===== src/rtl/shiftreg_pkg.sv =====
// Shared defaults and direction encoding for the shift-register console.
package shiftreg_pkg;

  localparam int unsigned DEF_WIDTH           = 8;
  localparam logic [7:0]  DEF_LOAD_VALUE      = 8'hD3;
  localparam int unsigned DEF_DEBOUNCE_CYCLES = 3;
  localparam int unsigned DEF_COUNT_WIDTH     = 8;

  // Debounce counters are sized for the largest legal DEBOUNCE_CYCLES (255).
  localparam int unsigned DB_CNT_WIDTH = 8;

  typedef enum logic {
    DIR_LEFT  = 1'b0,
    DIR_RIGHT = 1'b1
  } dir_e;

endpackage


===== src/rtl/shiftreg_console_debouncer.sv =====
// Input conditioner: 2-flop synchroniser, debounce counter, conditioned level
// and single-cycle registered edge pulses.
module input_debouncer
  import shiftreg_pkg::*;
#(
  parameter int unsigned DEBOUNCE_CYCLES = DEF_DEBOUNCE_CYCLES
) (
  input  logic clk,
  input  logic reset,
  input  logic noisysignal,
  output logic conditioned,
  output logic positiveedge,
  output logic negativeedge
);

  localparam logic [DB_CNT_WIDTH-1:0] CNT_LAST = DB_CNT_WIDTH'(DEBOUNCE_CYCLES - 1);

  logic                    sync1_q, sync1_d;
  logic                    sync2_q, sync2_d;
  logic                    level_q, level_d;
  logic                    pos_q, pos_d;
  logic                    neg_q, neg_d;
  logic [DB_CNT_WIDTH-1:0] cnt_q, cnt_d;

  always_comb begin
    sync1_d = noisysignal;
    sync2_d = sync1_q;
    level_d = level_q;
    cnt_d   = cnt_q;
    pos_d   = 1'b0;
    neg_d   = 1'b0;
    if (sync2_q == level_q) begin
      cnt_d = '0;
    end else if (cnt_q == CNT_LAST) begin
      // Input has disagreed with the level for DEBOUNCE_CYCLES samples: accept it.
      level_d = sync2_q;
      cnt_d   = '0;
      pos_d   = sync2_q;
      neg_d   = ~sync2_q;
    end else begin
      cnt_d = cnt_q + DB_CNT_WIDTH'(1);
    end
  end

  always_ff @(posedge clk) begin
    if (reset) begin
      sync1_q <= 1'b0;
      sync2_q <= 1'b0;
      level_q <= 1'b0;
      pos_q   <= 1'b0;
      neg_q   <= 1'b0;
      cnt_q   <= '0;
    end else begin
      sync1_q <= sync1_d;
      sync2_q <= sync2_d;
      level_q <= level_d;
      pos_q   <= pos_d;
      neg_q   <= neg_d;
      cnt_q   <= cnt_d;
    end
  end

  assign conditioned  = level_q;
  assign positiveedge = pos_q;
  assign negativeedge = neg_q;

endmodule


===== src/rtl/shiftreg_console.sv =====
// Button/switch driven shift register: load on btn release, shift on sw1 rise,
// serial data from sw0, direction from sw2.
module shiftreg_console
  import shiftreg_pkg::*;
#(
  parameter int unsigned      WIDTH           = DEF_WIDTH,
  parameter logic [WIDTH-1:0] LOAD_VALUE      = WIDTH'(DEF_LOAD_VALUE),
  parameter int unsigned      DEBOUNCE_CYCLES = DEF_DEBOUNCE_CYCLES,
  parameter int unsigned      COUNT_WIDTH     = DEF_COUNT_WIDTH
) (
  input  logic                   clk,
  input  logic                   reset,
  input  logic                   btn,
  input  logic                   sw0,
  input  logic                   sw1,
  input  logic                   sw2,
  output logic [WIDTH-1:0]       led,
  output logic                   serial_out,
  output logic [COUNT_WIDTH-1:0] shift_count
);

  logic btn_level, btn_pos, btn_neg;
  logic sw0_level, sw0_pos, sw0_neg;
  logic sw1_level, sw1_pos, sw1_neg;
  logic sw2_level, sw2_pos, sw2_neg;

  input_debouncer #(.DEBOUNCE_CYCLES(DEBOUNCE_CYCLES)) u_db_btn (
    .clk          (clk),
    .reset        (reset),
    .noisysignal  (btn),
    .conditioned  (btn_level),
    .positiveedge (btn_pos),
    .negativeedge (btn_neg)
  );

  input_debouncer #(.DEBOUNCE_CYCLES(DEBOUNCE_CYCLES)) u_db_sw0 (
    .clk          (clk),
    .reset        (reset),
    .noisysignal  (sw0),
    .conditioned  (sw0_level),
    .positiveedge (sw0_pos),
    .negativeedge (sw0_neg)
  );

  input_debouncer #(.DEBOUNCE_CYCLES(DEBOUNCE_CYCLES)) u_db_sw1 (
    .clk          (clk),
    .reset        (reset),
    .noisysignal  (sw1),
    .conditioned  (sw1_level),
    .positiveedge (sw1_pos),
    .negativeedge (sw1_neg)
  );

  input_debouncer #(.DEBOUNCE_CYCLES(DEBOUNCE_CYCLES)) u_db_sw2 (
    .clk          (clk),
    .reset        (reset),
    .noisysignal  (sw2),
    .conditioned  (sw2_level),
    .positiveedge (sw2_pos),
    .negativeedge (sw2_neg)
  );

  logic unused_edges;
  assign unused_edges = ^{btn_level, btn_pos, sw0_pos, sw0_neg,
                          sw1_level, sw1_neg, sw2_pos, sw2_neg};

  logic                   load_pulse;
  logic                   shift_pulse;
  logic                   serial_in;
  dir_e                   dir;
  logic [WIDTH-1:0]       reg_q, reg_d;
  logic [COUNT_WIDTH-1:0] count_q, count_d;

  assign load_pulse  = btn_neg;
  assign shift_pulse = sw1_pos;
  assign serial_in   = sw0_level;
  assign dir         = dir_e'(sw2_level);

  // Direction/serial levels are the pre-edge registered values, so a level
  // change landing on the shift edge only affects later shifts.
  always_comb begin
    reg_d   = reg_q;
    count_d = count_q;
    if (load_pulse) begin
      reg_d   = LOAD_VALUE;
      count_d = '0;
    end else if (shift_pulse) begin
      case (dir)
        DIR_LEFT:  reg_d = {reg_q[WIDTH-2:0], serial_in};
        DIR_RIGHT: reg_d = {serial_in, reg_q[WIDTH-1:1]};
      endcase
      count_d = count_q + COUNT_WIDTH'(1);
    end
  end

  always_ff @(posedge clk) begin
    if (reset) begin
      reg_q   <= '0;
      count_q <= '0;
    end else begin
      reg_q   <= reg_d;
      count_q <= count_d;
    end
  end

  assign led         = reg_q;
  assign shift_count = count_q;
  assign serial_out  = (dir == DIR_RIGHT) ? reg_q[0] : reg_q[WIDTH-1];

endmodule

===== config.mk =====
export PLATFORM = sky130hd
export DESIGN_NAME = shiftreg_console
export DESIGN_NICKNAME = d
export VERILOG_FILES = /design/src/rtl/shiftreg_pkg.sv /design/src/rtl/shiftreg_console_debouncer.sv /design/src/rtl/shiftreg_console.sv
export SDC_FILE = /design/constraint.sdc
export NUM_CORES = 1
export LEC_CHECK = 0
export ABC_AREA = 0
export CAP_MARGIN = 30
export CORE_AREA = 5 5 99 101
export DETAILED_ROUTE_END_ITERATION = 7
export DIE_AREA = 0 0 104 106
export PLACE_DENSITY = 0.53
export SLEW_MARGIN = 10
export SYNTH_ARGS = -nofsm -noshare
export SYNTH_HDL_FRONTEND = slang
export SYNTH_SLANG_ARGS = --single-unit

===== constraint.sdc =====
create_clock -name clk -period 1.4 [get_ports clk]
set_input_delay 0.28 -clock clk [delete_from_list [all_inputs] [get_ports clk]]
set_output_delay 0.28 -clock clk [all_outputs]
set_load 0.05 [all_outputs]

# [Word level (Yosys, flattened, before mapping)]
# Cells that the tools add are included.
[word_totals] reg_bits=62 out_inout_bits=17
[classes] eq_ne=8 mux=4 reduce_logical=12 bitwise=8 add_sub_neg=5
[op_table] cell="$add A8 B1 Y8 const B" n=5
[op_table] cell="$eq A8 B2 Y1 const B" n=4
[op_table] cell="$reduce_or A3 Y1" n=6
[op_table] cell="$mux W8" n=2
[op_table] cell="$pmux W8 S2" n=1
[op_table] cell="$not A1 Y1" n=8
[op_table] cell="$reduce_and A2 Y1" n=4
[op_table] cell="$eq A1 B1 Y1" n=4
[op_table] cell="$reduce_bool A2 Y1" n=1
[op_table] cell="$reduce_or A2 Y1" n=1
[op_table] cell="$mux W1" n=1

# [Longest topological paths before layout]
[depth] depth_word=4 depth_mapped=5 depth_no_buf=5

# [Hierarchy]
# From an unflattened synthesis, not the netlist that was laid out.
[unflattened] hier_cells=282 hier_area_um2=2821.5
[modules_own_cells] mod="input_debouncer" seq_area_each_um2=260.2 n_inst=4 area_each_um2=526.8 cells_per_inst=52
[modules_own_cells] mod="shiftreg_console" seq_area_each_um2=320.3 n_inst=1 area_each_um2=714.4 cells_per_inst=74

# [Worst setup path after synthesis]
# No wires, ideal clock.
[synth_path] path_kind="flip-flop to flip-flop" from="reg u_db_sw2.cnt_q[0]" to="reg u_db_sw2.cnt_q[2]" period_less_slack_ps=1533 setup_ps=133 t_arrival_ps=1399 path_slack_ps=-133 stages_incl_launch_ff=6 cell_sequence="dfxtp_1 > inv_1 > ha_1 > or4b_1 > o211ai_1 > nor2_1"
[synth_via] elab_chain_cells=2 word_cells_on_any_way=3
[synth_lines] item="start: declaration" line_no="shiftreg_console_debouncer.sv:23" rtl="logic [DB_CNT_WIDTH-1:0] cnt_q, cnt_d;"
[synth_lines] item="start signal: assignment" line_no="shiftreg_console_debouncer.sv:59" rtl="cnt_q <= cnt_d;"
[synth_lines] item="branches (longest 2 deep; another with $add A8 B1 Y8)"
# Several ways; the timed one is not identified.
# A chain may end at the register's enable or synchronous reset.

# [Final worst setup path]
[layout_path] from="reg u_db_sw2.cnt_q[0]" to="reg u_db_sw2.level_q, in the netlist u_db_sw2.conditioned"
[layout_via] elab_chain_cells=2
[layout_lines] item="$eq A8 B2 Y1" line_no="shiftreg_console_debouncer.sv:34" rtl="end else if (cnt_q == CNT_LAST) begin"
[layout_lines] item="$reduce_and A2 Y1 (no line)"
[layout_lines] item="end signal: assignment" line_no="shiftreg_console_debouncer.sv:56" rtl="level_q <= level_d;"
[layout_lines] item="end: declaration" line_no="shiftreg_console_debouncer.sv:20" rtl="logic level_q, level_d;"
# No other way between the ends.

==> impl_metrics.tcl <==
set metrics [dict create \
    clk_pin_slew_ns 0.06 \
    drv_slew 0 \
    fp.dieW_um 104 \
    hold_ws_ns 0.434 \
    start_util 0.286 \
    min_period_ns 1.52 \
    clock-sinks 62 \
    cp_max_fo 3 \
    htree_levels 3 \
    synthDistinctLibCells 32 \
    dieArea_um2 11000 \
    dr.pass1.iters 4 \
    power_density_nw_per_um2 880 \
    ant_nets 0 \
    grt_overflow_total 0 \
    diodes 0 \
    ys_seq_elements 62 \
    gp_routability_congestion 0.739 \
    syn_area_per_cell_um2 9.29 \
    drive_above_1_share 0.300 \
    hpwl_um 3660 \
    setup_viol_count_final 25 \
    synth_top_flop_cell "dfxtp_1" \
    violations "negative setup slack" \
    total_power_mw 3.15 \
    end_kind "flop" \
    hold_violations 0 \
    cts_made_buffers 9 \
    drt_iter0_drc 39 \
    yosys.area.top_type "dfxtp_1" \
    status "finished, violations left" \
    syn_area_um2 2550 \
    max_cap_violations 0 \
    numPortBuffers 22 \
    die_y_um 106 \
    clockBufferDepth 2 \
    cts_root_buffer "clkbuf_8" \
    yosysSeqAreaShare 0.486 \
    async_reset_ff_frac 0 \
    ioPinCount 23 \
    fin_nets 352 \
    yosys_warnings 0 \
    final_util 0.401 \
    hp-class "flop to flop" \
    synth.area.top_cells "dfxtp_1 49%, or3_1 4.9%, nor2_1 4.8%" \
    p_int_mw 2.49 \
    grt_first_pass_wirelength_um 9070 \
    clock_latency_ns 0.32 \
    grt_use_total 0.0987 \
    grt_max_degree 16 \
    layout_setup_ws_ns -0.117 \
    synth-edff-count 0 \
    irDropWorstVdd_uv 558 \
    synth_top_area_share 0.486 \
    worstPathRequired_ns 1.65 \
    swShare 0.211 \
    cp.arrival_ns 1.77 \
    timing.fmax_ghz 0.659 \
    power.leakage_nw 1.28 \
    switchingPower_mw 0.665 \
    core_um2 8930 \
    tightest_slew_ns 0.475 \
    syn_nets 290 \
    area_growth_pct 40.1 \
    cts_tree "built" \
    wl_per_cell_um 11.3 \
    seqPwrFrac 0.566 \
    crit_path_start_kind "flop" \
    min_period_over_period 1.08 \
    finClkSkew_ns 0.00324 \
    first_global_vias 2014 \
    cts_hold_buf 0 \
    wl_um 5110 \
    slew_headroom 0.679 \
    rsz0062_at_grt "yes" \
    vias_per_cell 4.64 \
    crit_type "flop to flop" \
    grt_antenna_before_repair 0 \
    fp-row-count 35 \
    drcViolationCount 0 \
    p_clk_frac 0.406 \
    synthCells 275 \
    vias 2093 \
    comb_power_share 0.028 \
]
-- final timing paths --
check,from,endpoint,slack (ns),cells after the start
worst max-delay path,u_db_sw2.cnt_q[0]$_SDFF_PP0_,u_db_sw2.conditioned$_SDFFE_PP0P_,-0.12,5
worst min-delay path,u_db_btn.sync1_q$_SDFF_PP0_,u_db_btn.sync2_q$_SDFF_PP0_,0.43,1
worst max register to register,u_db_sw2.cnt_q[0]$_SDFF_PP0_,u_db_sw2.conditioned$_SDFFE_PP0P_,-0.12,5
worst min register to register,u_db_btn.sync1_q$_SDFF_PP0_,u_db_btn.sync2_q$_SDFF_PP0_,0.43,1
-- worst max-delay path: stages, from the launching register on --
cell	delay [ns]
dfxtp_2	0.32
inv_2	0.04
ha_1	0.12
or4b_4	0.46
or3_1	0.38
a21oi_2	0.12
-- logic make-up after synthesis --
group,after synthesis,synth area share
AOI/OAI and AO/OA,55,0.124
buffers and inverters,14,0.0211
adders and majority gates,9,0.0441
xor gates and xnor gates,20,0.0686
DFF,62,0.486
muxes,10,0.0397
and+or+nand+nor,105,0.217
-- layout by cell type (no fill, tap or decap), types with 3 or more instances in the layout --
cell              n
dfxtp_1          53
buf_4            35
nor2_1           28
or3_1            20
o21ai_0          18
nand3_1          16
buf_12           16
a21oi_1          14
xor2_1           12
a21oi_2          10
clkbuf_8         10
nand2_1           9
mux2i_1           9
xnor2_1           8
nor2b_1           8
dfxtp_2           8
nand4_1           7
ha_1              7
o21a_1            5
nor2_2            5
clkdlybuf4s50_1   5
inv_1             4
inv_2             3
or4b_4            3
a211oi_1          3
-- cell usage after synthesis (3+ instances only) --
cell       n
o21a_1     5
dfxtp_1   62
nand4_1    7
a21oi_1   24
nand3_1   16
mux2i_1    9
nand2_1    9
xor2_1    12
a211oi_1   3
nor2b_1    8
nor2_1    33
or3_1     20
ha_1       9
clkbuf_1   4
xnor2_1    8
inv_1      7
o21ai_0   18
-- per-stage QoR --
step | cell area (um^2) | setup WS (ns) | cells | TNS, ns
after floorplan | 2580 | -0.0962 | 275 | -1.41
after detailed placement | 3320 | -0.168 | 436 | -3.89
after global placement | 3320 | -0.123 | 436 | -2.80
after CTS | 3510 | -0.138 | 450 | -1.94
final | 3580 | -0.117 | 451 | -1.63
after global routing | 3580 | -0.172 | 451 | -3.34
-- sequential cells by signal, indices dropped and copies added (netlist names), 8 cells and up --
register,cells
u_db_btn.cnt_q,8
led,8
u_db_sw1.cnt_q,8
u_db_sw0.cnt_q,8
u_db_sw2.cnt_q,8
shift_count,8
-- power groups by stage --
stage,Combinational (mW),Sequential (mW),Clock (mW)
after floorplan,0.0371,1.83,0
after global placement,0.0828,1.82,0
after detailed placement,0.0843,1.82,0
after CTS,0.0861,1.79,1.34
after global routing,0.0980,1.79,1.41
final,0.0869,1.78,1.28
-- per-layer routing --
metal / track usage / vias to the layer above / wire length [um]
met4: 0.0361 / 0 / 57
li1: - / 1093 / -
met2: 0.157 / 24 / 2440
met3: 0.0395 / 4 / 189
met1: 0.121 / 972 / 2420
met5: 0 / - / 0
-- layout make-up --
type,count,area [um^2]
Timing Repair Buffer,57,648
Clock inverter,2,10.0
Fill cell,913,5350
Sequential cell,62,1250
Clock buffer,12,145
Multi-Input combinational cell,199,1350
Tap cell,111,139
Inverter,8,30.0
-- repair_timing --
action	in CTS	in global routing
pin swaps	6	3
endpoints found under the setup margin	25	34
buffers inserted	0	1
hold endpoints to repair	0	0
gates resized for setup	11	19
Note: power is estimated with default switching activity, not from simulation.
